### config.mk
export PLATFORM = sky130hd
export DESIGN_NAME = serial_adder
export DESIGN_NICKNAME = d
export VERILOG_FILES = /design/src/rtl/serial_adder.sv
export SDC_FILE = /design/constraint.sdc
export NUM_CORES = 1
export LEC_CHECK = 0
export CAP_MARGIN = 20
export CORE_MARGIN = 3
export CORE_UTILIZATION = 45
export CTS_BUF_LIST = sky130_fd_sc_hd__clkbuf_16
export DETAILED_ROUTE_END_ITERATION = 6
export GPL_TIMING_DRIVEN = 0
export PLACE_DENSITY = 0.71
export SLEW_MARGIN = 20
export SYNTH_ARGS = -nofsm -noshare
export SYNTH_HDL_FRONTEND = slang
export SYNTH_SLANG_ARGS = --single-unit
### constraint.sdc
create_clock -name clk -period 2.59 [get_ports clk]
set_clock_uncertainty 0.2 [all_clocks]
set_input_delay 0.777 -clock clk [delete_from_list [all_inputs] [get_ports clk]]
set_output_delay 0.777 -clock clk [all_outputs]
set_load 0.01 [all_outputs]
### src/rtl/serial_adder.sv
// Bit-serial WIDTH-bit adder built around a single full-adder cell.
// Operands are captured on an accepted start, added one bit per clock
// LSB-first, and the parallel sum/carry are presented with a one-cycle
// done pulse. The final sum and carry stay registered until the next
// completion.

// One-bit full adder; the only arithmetic in the design.
module full_adder (
    input  logic a,
    input  logic b,
    input  logic c,
    output logic sum,
    output logic carry
);

    assign sum   = a ^ b ^ c;
    assign carry = (a & b) | (a & c) | (b & c);

endmodule

module serial_adder #(
    parameter int WIDTH = 8
) (
    input  logic             clk,
    input  logic             rst_n,
    input  logic             start_in,
    input  logic [WIDTH-1:0] a_in,
    input  logic [WIDTH-1:0] b_in,
    input  logic             c_in,
    output logic             busy_out,
    output logic             done_out,
    output logic [WIDTH-1:0] sum_out,
    output logic             carry_out
);

    localparam int               CNT_W = $clog2(WIDTH);
    localparam logic [CNT_W-1:0] LAST  = CNT_W'(WIDTH - 1);

    typedef enum logic {
        IDLE,
        ADD
    } state_t;

    state_t           state;
    state_t           state_next;

    logic [WIDTH-1:0] a_sr;
    logic [WIDTH-1:0] b_sr;
    logic [WIDTH-1:0] s_sr;
    logic [WIDTH-1:0] s_sr_next;
    logic             carry_q;
    logic [CNT_W-1:0] count;

    logic             fa_sum;
    logic             fa_carry;

    logic             load;
    logic             shift;
    logic             finish;

    // The cell always sees the current LSBs and the running carry; its
    // outputs only matter while the FSM is in ADD.
    full_adder u_fa (
        .a     (a_sr[0]),
        .b     (b_sr[0]),
        .c     (carry_q),
        .sum   (fa_sum),
        .carry (fa_carry)
    );

    // New sum bit enters at the MSB so that after WIDTH shifts bit 0 sits at the LSB.
    assign s_sr_next = (s_sr >> 1) | ({{(WIDTH-1){1'b0}}, fa_sum} << (WIDTH - 1));

    // Busy is a pure decode of the state register, so it is glitch-free.
    assign busy_out = (state == ADD);

    // State register.
    always_ff @(posedge clk or negedge rst_n) begin
        // NOTE: sequential state uses non-blocking (<=) so every register
        // samples the pre-edge values regardless of statement order.
        if (!rst_n) begin
            state <= IDLE;
        end else begin
            state <= state_next;
        end
    end

    // Next-state decode and datapath strobes.
    always_comb begin
        // NOTE: every output of this block gets a default first; a path that
        // leaves one unassigned would infer a latch.
        state_next = state;
        load       = 1'b0;
        shift      = 1'b0;
        finish     = 1'b0;
        case (state)
            IDLE: begin
                if (start_in) begin
                    load       = 1'b1;
                    state_next = ADD;
                end
            end
            ADD: begin
                shift = 1'b1;
                if (count == LAST) begin
                    finish     = 1'b1;
                    state_next = IDLE;
                end
            end
            default: state_next = IDLE;
        endcase
    end

    // Operand/sum shift registers, carry, bit counter and result registers.
    always_ff @(posedge clk or negedge rst_n) begin
        // NOTE: the shift registers are plain flops, not a memory, so they
        // take the asynchronous reset like everything else; an abort leaves
        // no stale partial sum behind.
        if (!rst_n) begin
            a_sr      <= '0;
            b_sr      <= '0;
            s_sr      <= '0;
            carry_q   <= 1'b0;
            count     <= '0;
            sum_out   <= '0;
            carry_out <= 1'b0;
            done_out  <= 1'b0;
        end else begin
            done_out <= 1'b0;
            if (load) begin
                a_sr    <= a_in;
                b_sr    <= b_in;
                carry_q <= c_in;
                count   <= '0;
            end
            if (shift) begin
                a_sr    <= a_sr >> 1;
                b_sr    <= b_sr >> 1;
                s_sr    <= s_sr_next;
                carry_q <= fa_carry;
                count   <= finish ? '0 : count + 1'b1;
            end
            if (finish) begin
                sum_out   <= s_sr_next;
                carry_out <= fa_carry;
                done_out  <= 1'b1;
            end
        end
    end

endmodule

==> flow_summary.json <==
{
  "cts_tree": "done",
  "cp_max_fo": 2,
  "dpl-instance-area_mm2": 0.002004,
  "cp.arrival_ns": 1.20,
  "area_delta_synth_final_pct": 30.49,
  "dp.cells": 198,
  "cts_sinks": 38,
  "synth_cells": 122,
  "cts_buffer_depth": 2,
  "drv_slew": 0,
  "worst_pin_slew_ns": 0.2472,
  "power-per-cell-area_mw_per_mm2": 1097,
  "cp_data_required_time_ns": 1.61,
  "synth_nets": 145,
  "antenna_found_initial": 0,
  "place.gp.congestion": 0.6892,
  "cts-resized-gates": 0,
  "clockPowerShare_pct": 23.8,
  "grt.total_usage_pct": 15.73,
  "max_freq_mhz": 458.8,
  "crit_family": "buffers and inverters",
  "clkTransAtPathRegs_ns": 0.05,
  "stdcell_area_mm2": 0.002142,
  "setup_viol": 0,
  "peakVddDrop_uv": 571.1,
  "grt_pass1_wl_um": 5071,
  "clock_latency_ns": 0.27,
  "crit_chain": "clkdlybuf4s50_1",
  "yosysWarnings": 0,
  "dp_hpwl_um": 2148,
  "swShare_pct": 29.68,
  "viasPerCell": 5.073,
  "crit_path_max_incr_delay_ns": 0.55,
  "pwr-share-comb_pct": 35.4,
  "drc": 0,
  "start_util_pct": 48.06,
  "hold_path.class": "in -> async",
  "syn_avg_cell_area_um2": 13.46,
  "dieHeight_um": 66.40,
  "endpoint_kind": "primary output",
  "numCtsBuffers": 5,
  "power.switching_uw": 697.5,
  "setup_tns_ns": 0,
  "p_leak_nw": 1.032,
  "synth_cell_types": 19,
  "core_area_mm2": 0.003416,
  "rsz0062_at_grt": "no",
  "fp-row-count": 21,
  "final_cell_mix": "38 x dfrtp_1, 28 x clkdlybuf4s50_1, 17 x mux2i_1, 15 x nand2_1, 9 x mux2_4",
  "p_seq_share_pct": 40.8,
  "status": "complete, no violations",
  "cts_max_level": 2,
  "io_pins": 31,
  "dieArea_mm2": 0.004409,
  "io_buffers": 29,
  "reg2reg_slack_ns": 0.88,
  "grt_max_degree": 33,
  "post_cts_buffers": 0,
  "fin_crit_sh_pct": 84.15,
  "synth-seq-cells": 38,
  "gr-total-overflow": 0,
  "crit_buf_inv": 1,
  "seq_area_frac_synth_pct": 57.93,
  "chipWidth_um": 66.40,
  "avgRoutedWirePerCell_um": 14.37,
  "critical_path_class": "reg -> out",
  "syn_area_mm2": 0.001642,
  "ant_nets": 0,
  "antennaDiodeCount": 0,
  "slew_headroom_pct": 83.46,
  "start_kind": "flop",
  "power.total_mw": 2.350,
  "totalWireLength_um": 2961,
  "num-nets-final": 182,
  "cts_hold_buffers": 0,
  "period_needed_ns": 2.179,
  "final_cells": 206,
  "grt_pass1_vias": 1092,
  "drt-initial-drc-count": 28,
  "drt-pass1-iter-count": 4,
  "p_int_mw": 1.653,
  "cp_slowest_cell": "clkdlybuf4s50_1",
  "vias": 1045,
  "cts-root-buf": "clkbuf_16",
  "hold_viol": 0,
  "final_layout_size_suffix_gt1_share_pct": 20.00,
  "final_common_cell": "dfrtp_1",
  "drv_cap": 0
}
## state kept, by name, indices dropped and copies added, names as in the netlist
signal and count:
sum_out 8, busy_out 1, a_sr 8, b_sr 8, carry_out 1, carry_q 1, count 3, done_out 1
s_sr 7
## area by class of cell
cell class	instances	area (um^2)
Clock buffer	5	125.1
Multi-Input combinational cell	75	623.1
Buffer	7	60.06
Sequential cell	38	950.9
Tap cell	46	57.56
Timing Repair Buffer	30	305.3
Clock inverter	3	12.51
Fill cell	272	1274
Inverter	2	7.507
## power groups by stage
stage	logic (mW)	registers [mW]	clock network [mW]
6_report	0.832	0.959	0.559
5_1_grt	0.916	0.988	0.601
4_1_cts	0.843	0.963	0.575
3_5_place_dp	0.838	0.970	0
3_3_place_gp	0.793	0.951	0
2_1_floorplan	0.530	0.963	0
## cells in the mapped netlist
cell type,n,area share [%]
buf_2,2,0.61
clkbuf_2,1,0.30
a32o_1,2,1.2
buf_6,4,2.7
dfrtp_1,38,58
fa_1,1,1.2
inv_1,2,0.46
mux2_2,7,4.8
nand2_1,15,3.4
nor2_1,3,0.69
ha_1,2,1.5
a21o_1,1,0.46
nand2_4,1,0.69
mux2i_1,17,10
mux2_4,9,8.2
o21ai_0,7,2.1
o21ai_1,8,2.4
nor3b_1,1,0.46
a21oi_1,1,0.30
## worst reg2reg max path: stages, from the launching register on
cell and delay, ns:
dfrtp_1 0.40, ha_1 0.22, ha_1 0.25, nand2_4 0.20
mux2_4 0.32
## cells by family (layout without fill, tap and decap cells)
family / Yosys count / in the layout / synth area share (%)
buffers and inverters: 9 / 47 / 4.116
muxes: 33 / 33 / 23.40
and+or+nand+nor: 20 / 20 / 5.259
DFF: 38 / 38 / 57.93
AOI/OAI and AO/OA: 19 / 19 / 6.555
adders and majority gates: 3 / 3 / 2.744
## worst paths after layout
path	start	depth (start not counted)	to
min in group clk	a_sr[4]$_DFFE_PN0P_	2	a_sr[3]$_DFFE_PN0P_
max	busy_out$_DFF_PN0_	1	busy_out
min reg2reg	a_sr[4]$_DFFE_PN0P_	2	a_sr[3]$_DFFE_PN0P_
min	rst_n	1	sum_out[2]$_DFFE_PN0P_
max reg2reg	count[0]$_DFFE_PN0P_	4	sum_out[3]$_DFFE_PN0P_
max in group asynchronous	rst_n	2	count[0]$_DFFE_PN0P_
## layer usage
metal	up-vias	global-route usage, %	share of wire [%]	wire length, um
met2	24	26.39	52	1535
li1	499	-	-	-
met1	515	18.57	42	1229
met5	-	0	0	0
met3	7	5.272	5.2	153
met4	0	5.838	1.5	43
## metrics by stage
stage / utilization [%] / setup slack (ns) / hold slack (ns)
5_1_grt: 62.71 / 0.3749 / 0.1334
3_3_place_gp: 58.24 / -0.2599 / 0.2666
6_report: 62.71 / 0.4106 / 0.1346
2_1_floorplan: - / 0.9651 / 0.2523
4_1_cts: 62.71 / 0.4057 / 0.1318
3_5_place_dp: 58.68 / 0.7109 / 0.2703
No activity file was read; power rests on OpenSTA's default activity.
